**src/rtl/jstk_move_ctrl.sv**
```systemverilog
// Joystick move controller: qualifies a stable stick direction, issues a held move request to
// the board engine, and enforces return-to-neutral plus a cooldown between moves.
module jstk_move_ctrl #(
  parameter int unsigned STABLE_CYCLES   = 16,
  parameter int unsigned COOLDOWN_CYCLES = 50000,
  parameter int unsigned TIMEOUT_CYCLES  = 1000000
) (
  input  logic        clk,
  input  logic        rst,
  input  logic [2:0]  dir_in,
  input  logic        enable,
  output logic        move_req,
  output logic [1:0]  move_dir,
  input  logic        move_ack,
  output logic        busy,
  output logic        timeout_err,
  output logic [15:0] move_count
);

  // Counters hold "samples already taken", so the current sample completes the run at N-1.
  localparam logic [15:0] StableLast = 16'(STABLE_CYCLES - 1);
  localparam logic [15:0] CoolLast   = 16'(COOLDOWN_CYCLES - 1);
  localparam logic [23:0] TmoLast    = 24'(TIMEOUT_CYCLES - 1);

  typedef enum logic [2:0] {
    StWaitCenter,
    StArmed,
    StQualify,
    StRequest,
    StCooldown
  } state_e;

  state_e      state_q, state_d;
  logic [15:0] cnt_q, cnt_d;
  logic [23:0] tmo_q, tmo_d;
  logic [1:0]  cand_q, cand_d;
  logic        req_q, req_d;
  logic [1:0]  dir_q, dir_d;
  logic        busy_q, busy_d;
  logic        terr_q, terr_d;
  logic [15:0] count_q, count_d;

  logic neutral;
  assign neutral = dir_in[2];

  always_comb begin
    state_d = state_q;
    cnt_d   = cnt_q;
    tmo_d   = tmo_q;
    cand_d  = cand_q;
    req_d   = req_q;
    dir_d   = dir_q;
    busy_d  = busy_q;
    terr_d  = 1'b0;
    count_d = count_q;
    unique case (state_q)
      StWaitCenter: begin
        if (!neutral) begin
          cnt_d = '0;
        end else if (cnt_q == StableLast) begin
          state_d = StArmed;
          cnt_d   = '0;
        end else begin
          cnt_d = cnt_q + 16'd1;
        end
      end
      StArmed: begin
        if (enable && !neutral) begin
          cand_d = dir_in[1:0];
          if (STABLE_CYCLES == 1) begin
            state_d = StRequest;
            req_d   = 1'b1;
            dir_d   = dir_in[1:0];
            busy_d  = 1'b1;
            tmo_d   = '0;
            cnt_d   = '0;
          end else begin
            state_d = StQualify;
            cnt_d   = 16'd1;
          end
        end
      end
      StQualify: begin
        if (!enable || neutral) begin
          state_d = StArmed;
          cnt_d   = '0;
        end else if (dir_in[1:0] != cand_q) begin
          cand_d = dir_in[1:0];
          cnt_d  = 16'd1;
        end else if (cnt_q == StableLast) begin
          state_d = StRequest;
          req_d   = 1'b1;
          dir_d   = cand_q;
          busy_d  = 1'b1;
          tmo_d   = '0;
          cnt_d   = '0;
        end else begin
          cnt_d = cnt_q + 16'd1;
        end
      end
      StRequest: begin
        // Ack is checked first so a same-cycle timeout never fires.
        if (move_ack) begin
          state_d = StCooldown;
          req_d   = 1'b0;
          count_d = count_q + 16'd1;
          cnt_d   = '0;
        end else if (tmo_q == TmoLast) begin
          state_d = StWaitCenter;
          req_d   = 1'b0;
          busy_d  = 1'b0;
          terr_d  = 1'b1;
          cnt_d   = '0;
        end else begin
          tmo_d = tmo_q + 24'd1;
        end
      end
      StCooldown: begin
        if (cnt_q == CoolLast) begin
          state_d = StWaitCenter;
          busy_d  = 1'b0;
          cnt_d   = '0;
        end else begin
          cnt_d = cnt_q + 16'd1;
        end
      end
      default: begin
        state_d = StWaitCenter;
        req_d   = 1'b0;
        busy_d  = 1'b0;
        cnt_d   = '0;
      end
    endcase
  end

  always_ff @(posedge clk) begin
    if (rst) begin
      state_q <= StWaitCenter;
      cnt_q   <= '0;
      tmo_q   <= '0;
      cand_q  <= '0;
      req_q   <= 1'b0;
      dir_q   <= '0;
      busy_q  <= 1'b0;
      terr_q  <= 1'b0;
      count_q <= '0;
    end else begin
      state_q <= state_d;
      cnt_q   <= cnt_d;
      tmo_q   <= tmo_d;
      cand_q  <= cand_d;
      req_q   <= req_d;
      dir_q   <= dir_d;
      busy_q  <= busy_d;
      terr_q  <= terr_d;
      count_q <= count_d;
    end
  end

  assign move_req    = req_q;
  assign move_dir    = dir_q;
  assign busy        = busy_q;
  assign timeout_err = terr_q;
  assign move_count  = count_q;

endmodule

```
**config.mk**
```make
export PLATFORM = sky130hd
export DESIGN_NAME = jstk_move_ctrl
export DESIGN_NICKNAME = d
export VERILOG_FILES = /design/src/rtl/jstk_move_ctrl.sv
export SDC_FILE = /design/constraint.sdc
export NUM_CORES = 1
export LEC_CHECK = 0
export CORE_MARGIN = 5
export CORE_UTILIZATION = 50
export CTS_CLUSTER_DIAMETER = 30
export DETAILED_ROUTE_END_ITERATION = 12
export PLACE_DENSITY = 0.74
export SLEW_MARGIN = 10
export SYNTH_ARGS = -nofsm -noshare
export SYNTH_HDL_FRONTEND = slang
export SYNTH_SLANG_ARGS = --single-unit
```
**constraint.sdc**
```tcl
create_clock -name clk -period 2.7 [get_ports clk]
set_input_delay 0.405 -clock clk [delete_from_list [all_inputs] [get_ports clk]]
set_output_delay 0.405 -clock clk [all_outputs]
set_load 0.03 [all_outputs]
```
# Yosys cells after proc, flatten, opt, wreduce, memory -nomap -nowiden
# Index checks and enable logic that the tools add are counted.
classes:
  n_mul: 0
  n_shift: 0
  n_addsub: 3
  reduce_logical: 18
  mux: 39
  div: 0
  eq_ne: 22
  n_lt_le_gt_ge: 0
  bitwise: 5
op_table:
  columns: ["cell", "count"]
  rows:
  - ["$mux W16", 8]
  - ["$mux W24", 5]
  - ["$pmux W16 S5", 1]
  - ["$pmux W24 S2", 1]
  - ["$add A16 B1 Y16 const B", 2]
  - ["$mux W3", 9]
  - ["$add A24 B1 Y24 const B", 1]
  - ["$eq A24 B20 Y1 const B", 1]
  - ["$ne A2 B2 Y1 const B", 11]
  - ["$eq A16 B16 Y1 const B", 1]
  - ["$eq A16 B4 Y1 const B", 1]
  - ["$pmux W3 S5", 1]
  - ["$reduce_and A7 Y1", 2]
  - ["$ne A3 B3 Y1 const B", 3]
  - ["$mux W1", 8]
  - ["$reduce_and A4 Y1", 2]
  - ["$eq A3 B2 Y1 const B", 2]
  - ["$mux W2", 3]
  - ["$reduce_and A6 Y1", 1]
  - ["$reduce_or A3 Y1", 2]
  - ["$not A1 Y1", 5]
  - ["$reduce_and A5 Y1", 1]
  - ["$pmux W1 S4", 1]
  - ["$pmux W2 S2", 1]
  - ["other kinds (11)", 14]
totals:
  out_inout_bits: 21
  ramBits: 0
  regBits: 66
  in_bits: 7
  romBits: 0
  n_memories: 0
  latchBits: 0
  wordCells: 96

# Depth between registers and ports, before layout
# Gate-level depths: netlist of run 1.
depth:
  ltp_word: 5
  mapped_depth: 8
  depth_no_buf: 7

# Worst setup path before layout of run 1
# Ideal clock, no wire load.
synth_timing:
  kind: "register to register"
  from: "reg cnt_q[0]"
  to: "reg cnt_q[13]"
  t_required_ns: 2.583
  synth_period_minus_slack_ns: 2.533
  setup_time_ns: 0.117
  path_stages_with_launch: 8
  setup_slack_ns: 0.167
  arrival_time_ns: 2.416
  n_path_buf: 0
  cell_sequence: "dfxtp_1 ha_1 nor4b_1 nand3_1 o31ai_1 a21oi_1 a21o_1 a22o_1"
synth_between:
  elab_chain_len: 5
  word_cells_on_any_way: 9
  cone_classes: "1 x add/sub; 2 x eq/ne; 6 x mux"
synth_lines:
  columns: ["item", "line_no", "source"]
  rows:
  - ["start: declaration", "34", "logic [15:0] cnt_q, cnt_d;"]
  - ["start signal: assignment", "149", "cnt_q <= cnt_d;"]
  - ["$add A16 B1 Y16 or $eq A16 B4 Y1 (tied branches)", null, null]
  - ["$mux W16", "60, 90", null]
  - ["$mux W16", "87", "end else if (dir_in[1:0] != cand_q) begin"]
  - ["$mux W16", "84", "if (!enable || neutral) begin"]
  - ["$pmux W16 S5 (*)", "56", "unique case (state_q)"]
# Every way passes the cells marked *; elsewhere a longest branch is shown, timed or not.
# A chain may end at the register's enable or synchronous reset.

# Final worst setup path of run 1
layout_timing:
  from: "reg tmo_q[6]"
  to: "reg cnt_q[10]"
layout_between:
  elab_chain_len: 3
layout_lines:
  columns: ["item", "line_no", "source"]
  rows:
  - ["start: declaration", "35", "logic [23:0] tmo_q, tmo_d;"]
  - ["start signal: assignment", "150", "tmo_q <= tmo_d;"]
  - ["$eq A24 B20 Y1", "108", "end else if (tmo_q == TmoLast) begin"]
  - ["$ne A3 B3 Y1 (no line)", null, null]
  - ["$reduce_and A2 Y1 (no line)", null, null]
# Every way passes these cells.

==> results.toml, run 1 <==
[run_status]
status = "completed"

[routing]
drtIter0Drc = 177
dr_total_vias = 3119
drc = 0
drtAntennaViolNets = 0
vias_per_cell = 5.77
firstDrtPassIters = 4
avgRoutedWirePerCell_um = 14.5
wl_um = 7820

[logic_synthesis]
synth_area_sq_um = 3380
avgSynthCellArea_sq_um = 8.32
synth_xor_area_share_pct = 8.81
yosysTopAreaCell = "dfxtp_1"
synth_simple_gate_area_share_pct = 32.8
ys_seq_elements = 66
synth_ff_type = "dfxtp_1"
synthMuxAreaShare_pct = 1.18
synth_warnings = 0
synthCells = 406
ys_seq_area_share_pct = 39.1
synthesis.nets = 416
synth_top_cell_area_share_pct = 39.1
synthArstFlopShare_pct = 0
ys_top_cells_by_area = "dfxtp_1, nor2_1, xor2_1, nand2_1, xnor2_1"
synthAdderAreaFrac_pct = 1.11
synth-edff-count = 0
synth_top_family_by_area = "simple AND/OR/NAND/NOR gates"
synth.distinct_cells = 55
synth-compound-area-share_pct = 14.4

[clock_tree]
cts_setup_buffers = 0
ctsResizeCount = 0
cts_buffers = 9
clk_pin_slew_ns = 0.07
cts-root-buf = "clkbuf_8"
cts_max_level = 3
postCtsHoldBufs = 0
insertion_delay_ns = 0.34
cts_buffer_depth = 2
clock-sinks = 66
tritoncts = "built"

[worst_setup_path]
slowest_stage = "or4_4"
required_ns = 2.93
cp.arrival_ns = 2.82
path_class = "reg -> reg"
end_kind = "register"
path_cells = "or4_4 -> or4_4 -> a211o_1 -> buf_4 -> nor4_2 -> xnor2_1 -> nor2_1"
critPathMaxFanout = 8
slowest_delay_ns = 0.57
cp_num_buf_inv = 1
cp_common_cell = "or4_4"
path_delay_family = "simple AND/OR/NAND/NOR gates"
start_kind = "register"

[pwr]
ir_drop_v = 0.000324
p_per_area_nw_per_um2 = 590
clkPwrFrac_pct = 35.2
p_leak_nw = 1.48
pwr-share-comb_pct = 21.1
power.total_w = 0.00242
p_sw_share_pct = 28.8
internal_power_w = 0.00172
p_sw_w = 0.000696
sequentialPowerShare_pct = 43.7

[die]
core_area_sq_um = 6680
io_pins = 28
start_util_pct = 50.6
row_count = 30
die_h_um = 92.2
die_area_sq_um = 8500
dieWidth_um = 92.2

[timing]
period_needed_ns = 2.59
tns_ns = 0
tightestPinTransition_ns = 0.454
slew_violations = 0
hold_viol_final = 0
rsz0062_at_grt = "no"
slew_headroom_pct = 69.6
layout_worst_path_cycle_share_pct = 95.9
setup_viol = 0
fin_skew_ns = 0.00953
max_freq_mhz = 386

[run]
cap_violations = 0

[final_layout]
multiInputGateArea_sq_um = 1980
layout_common_cells = "dfxtp_1, nor2_1, nand2_1"
n_fill_cell = 583
diodes = 0
regArea_sq_um = 1320
area_growth_syn_to_layout_pct = 21.3
final_common_cell = "dfxtp_1"
drive_gt1_share_pct = 12.1
fin_util_pct = 61.3
final_nets = 467

[grt]
grt_first_pass_wirelength_um = 13500
grt_max_degree = 27
first_global_vias = 2970
grt_antenna_before_repair = 0
grt-ovfl-total = 0
grt_use_total_pct = 19.4

[placed_design]
gp_congestion = 0.965
post-dp-hpwl_um = 5740
io_buffers = 27

[worst_hold_path]
hp-class = "reg -> reg"
[flip-flops by register name (all words and copies together) (netlist names)]
name / flops
cand_q: 2
move_req: 1
busy: 1
move_dir: 2
cnt_q: 16
move_count: 16
timeout_err: 1
tmo_q: 24
state_q: 3
[layer usage]
metal | wire, um | global-route usage [%]
met5 | 0 | 0
met4 | 79 | 6.56
met3 | 354 | 4.35
met2 | 3620 | 30.8
met1 | 3770 | 26.1
[power by group through the flow]
stage	Combinational (W)	Sequential, W	Clock, W
after global placement	0.000489	0.00108	0
after CTS	0.000502	0.00106	0.000876
final	0.000509	0.00106	0.000852
after global routing	0.000552	0.00106	0.000917
after floorplan	0.000363	0.00105	0
after detailed placement	0.000498	0.00108	0
[Yosys cell counts (7+ instances only)]
cell type and instances:
nand2_1 44, a21oi_1 14, dfxtp_1 66, and4_1 7, o21ai_0 13, or4_1 8, inv_1 8, nand4_1 18
clkbuf_1 12, nand3_1 18, nor3_1 13, nor2_1 55, xnor2_1 14, xor2_1 20, o211ai_1 8
[path summary, 6_finish.rpt]
path,from,end,slack [ns],depth (start not counted)
worst max-delay path,tmo_q[6],cnt_q[10],0.11,7
worst min-delay path,move_count[15],move_count[15],0.49,2
worst max register to register,tmo_q[6],cnt_q[10],0.11,7
worst min register to register,move_count[15],move_count[15],0.49,2
[worst min-delay path, cell delays in order, from the launching register on]
cell and delay, ns:
dfxtp_1 0.32, o21ai_0 0.07, a21oi_1 0.06
[metrics by stage]
step | std cells | hold WS (ns) | worst slack, ns | instance area, sq um
3_5_place_dp | 526 | 0.480 | 0.108 | 3890
4_1_cts | 541 | 0.490 | 0.113 | 4090
3_3_place_gp | 526 | 0.466 | 0.160 | 3890
5_1_grt | 541 | 0.532 | 0.00154 | 4100
6_report | 541 | 0.487 | 0.111 | 4100
2_1_floorplan | 406 | 0.460 | 0.167 | 3380
[cell type report]
| cell class | instances | share of cell area (%) |
|---|---|---|
| Sequential cell | 66 | 32.2 |
| Tap cell | 80 | 2.44 |
| Inverter | 8 | 0.733 |
| Timing Repair Buffer | 53 | 11.4 |
| Clock inverter | 2 | 0.855 |
| Multi-Input combinational cell | 319 | 48.2 |
| Clock buffer | 13 | 4.12 |
[kinds of logic (layout without fill, tap and decap cells)]
logic type | count (synthesis) | in the layout
simple gates | 210 | 210
compound gates | 68 | 68
fa+ha+maj | 3 | 3
xor+xnor | 34 | 34
flops | 66 | 66
mux | 4 | 4
buf+inv | 21 | 76
Power figures use the tool's default switching activity.
==> run 2, diff against run 1 <==
Settings changed: CORE_MARGIN 5 to 2, CTS_CLUSTER_SIZE from default to 8.
==> run 2 against run 1 <==
Hold slack gained 0.0022 ns; total power is 1.7% lower; fmax fell by 0.53%; sequential share of layout area grew 0.19 points; sequential cell count unchanged; combinational power shrank 4.3%; critical path depth down 1; highest routed layer unchanged.
==> results.toml, run 2 (synthesis results as in run 1) <==
[grt]
first_global_vias = 2832
globalRouteMet2Util_pct = 31.8
grt_util_met3_pct = 4.86
grt_max_degree = 27
grt-ovfl-total = 0
grt_use_total_pct = 21.4
grt_antenna_before_repair = 0
met1_usage_pct = 29.6
grt.busiest_layer = "met2"
grt_first_pass_wirelength_um = 12900

[clock_tree]
cts_buffers = 9
clock-sinks = 66
cts_buffer_depth = 2
insertion_delay_ns = 0.34
cts-root-buf = "clkbuf_8"
cts_max_level = 3
clk_pin_slew_ns = 0.07
tritoncts = "built"

[final_layout]
layout_common_cells = "dfxtp_1, nor2_1, nand2_1"
area_growth_syn_to_layout_pct = 20.5
largest-register = "tmo_q"
final_common_cell = "dfxtp_1"
drive_gt1_share_pct = 11.1
largest_reg_flops = 24
final_cell_area_sq_um = 4070
final_nets = 463
diodes = 0
n_fill_cell = 574
fin_util_pct = 63.1

[run_status]
status = "completed"

[worst_setup_path]
cp.arrival_ns = 2.83
crit_start = "tmo_q[6]"
ff2ff_path_depth = 6
r2r_end = "cand_q[0]"
end_kind = "register"
endpoint = "cand_q[0]"
slowest_stage = "or4_4"
path_class = "reg -> reg"
reg2reg_slack_ns = 0.1
slowest_delay_ns = 0.57
cp_common_cell = "or4_4"
required_ns = 2.93
path_cells = "or4_4 -> or4_4 -> a211o_4 -> or3_4 -> mux2i_1 -> nor2_1"
critPathMaxFanout = 7
start_kind = "register"
r2r_start = "tmo_q[6]"

[routing]
wl_um = 7550
avgRoutedWirePerCell_um = 14.1
vias_per_cell = 5.75
firstDrtPassIters = 5
drtAntennaViolNets = 0
drtIter0Drc = 130
drc = 0
dr_total_vias = 3078

[timing]
fin_skew_ns = 0.00707
layout_worst_path_cycle_share_pct = 96.4
setup_viol = 0
rsz0062_at_grt = "no"
hold_viol_final = 0
max_freq_mhz = 384
period_needed_ns = 2.60
setup_ws_ns = 0.0975
tightestPinTransition_ns = 0.491
slew_violations = 0
slew_headroom_pct = 66.8
tns_ns = 0

[pwr]
p_leak_nw = 1.46
ir_drop_v = 0.000315
p_per_area_nw_per_um2 = 584
power.total_w = 0.00238

[placed_design]
post-dp-hpwl_um = 5470
place_ws_ns = 0.0531
io_buffers = 27
gp_congestion = 0.888
place_area_sq_um = 3860

[worst_hold_path]
hp-class = "reg -> reg"
hold-path-cell-count = 2

[die]
die_area_sq_um = 7430
row_count = 29
start_util_pct = 52.3
core_area_sq_um = 6460
die_h_um = 86.2
io_pins = 28
dieWidth_um = 86.2

[run]
cap_violations = 0
-- run 2: cell types whose count changed in the layout (fill, tap and decap cells not counted), sizes merged --
cell / previous run / this run
buf: 26 / 22
clkbuf: 13 / 14
-- run 2: timing repair --
action	CTS	global route
hold buffers	0	0
endpoints found under the setup margin	0	4
gates resized for setup	0	2
buffers inserted	0	1
-- run 2: stage by stage --
| step | instances | hold WS, ns |
|---|---|---|
| final | 535 | 0.490 |
| after global routing | 535 | 0.525 |
| after CTS | 534 | 0.493 |
| after detailed placement | 518 | 0.484 |
| after global placement | 518 | 0.466 |
| after floorplan | 406 | 0.460 |
-- run 2: worst max-delay path, delay by kind of cell (launching register included) --
family | cells | cell delay, ns
muxes | 1 | 0.16
AOI/OAI and AO/OA | 1 | 0.40
DFF | 1 | 0.36
and+or+nand+nor | 4 | 1.57
-- run 2: cell type report --
class                           count  area (sq um)  area share (%)
Clock buffer                       14           163            3.99
Clock inverter                      2          35.0           0.860
Inverter                            8          30.0           0.737
Multi-Input combinational cell    319          1980            48.6
Sequential cell                    66          1320            32.4
Tap cell                           77          96.3            2.36
Timing Repair Buffer               49           448            11.0
-- run 2: worst min path at each step --
stage,start,endpoint,slack [ns]
after floorplan,tmo_q[15],tmo_q[15],0.46
after global placement,move_count[15],move_count[15],0.47
after detailed placement,move_count[15],move_count[15],0.48
after CTS,move_count[15],move_count[15],0.49
after global routing,move_count[15],move_count[15],0.53
final,move_count[15],move_count[15],0.49
-- run 2: routing by layer --
metal  vias up  wire, um  part of all wire (%)
li1       1574         -                     -
met1      1409      3720                    49
met2        76      3300                    44
met3        19       363                   4.8
met4         0       170                   2.3
met5         -         0                     0
-- run 2: report_power, final --
group,switching [W],internal [W],leakage (nW)
sequential,0.0000594,0.00100,0.532
clock,0.000349,0.000477,0.101
combinational,0.000269,0.000218,0.829
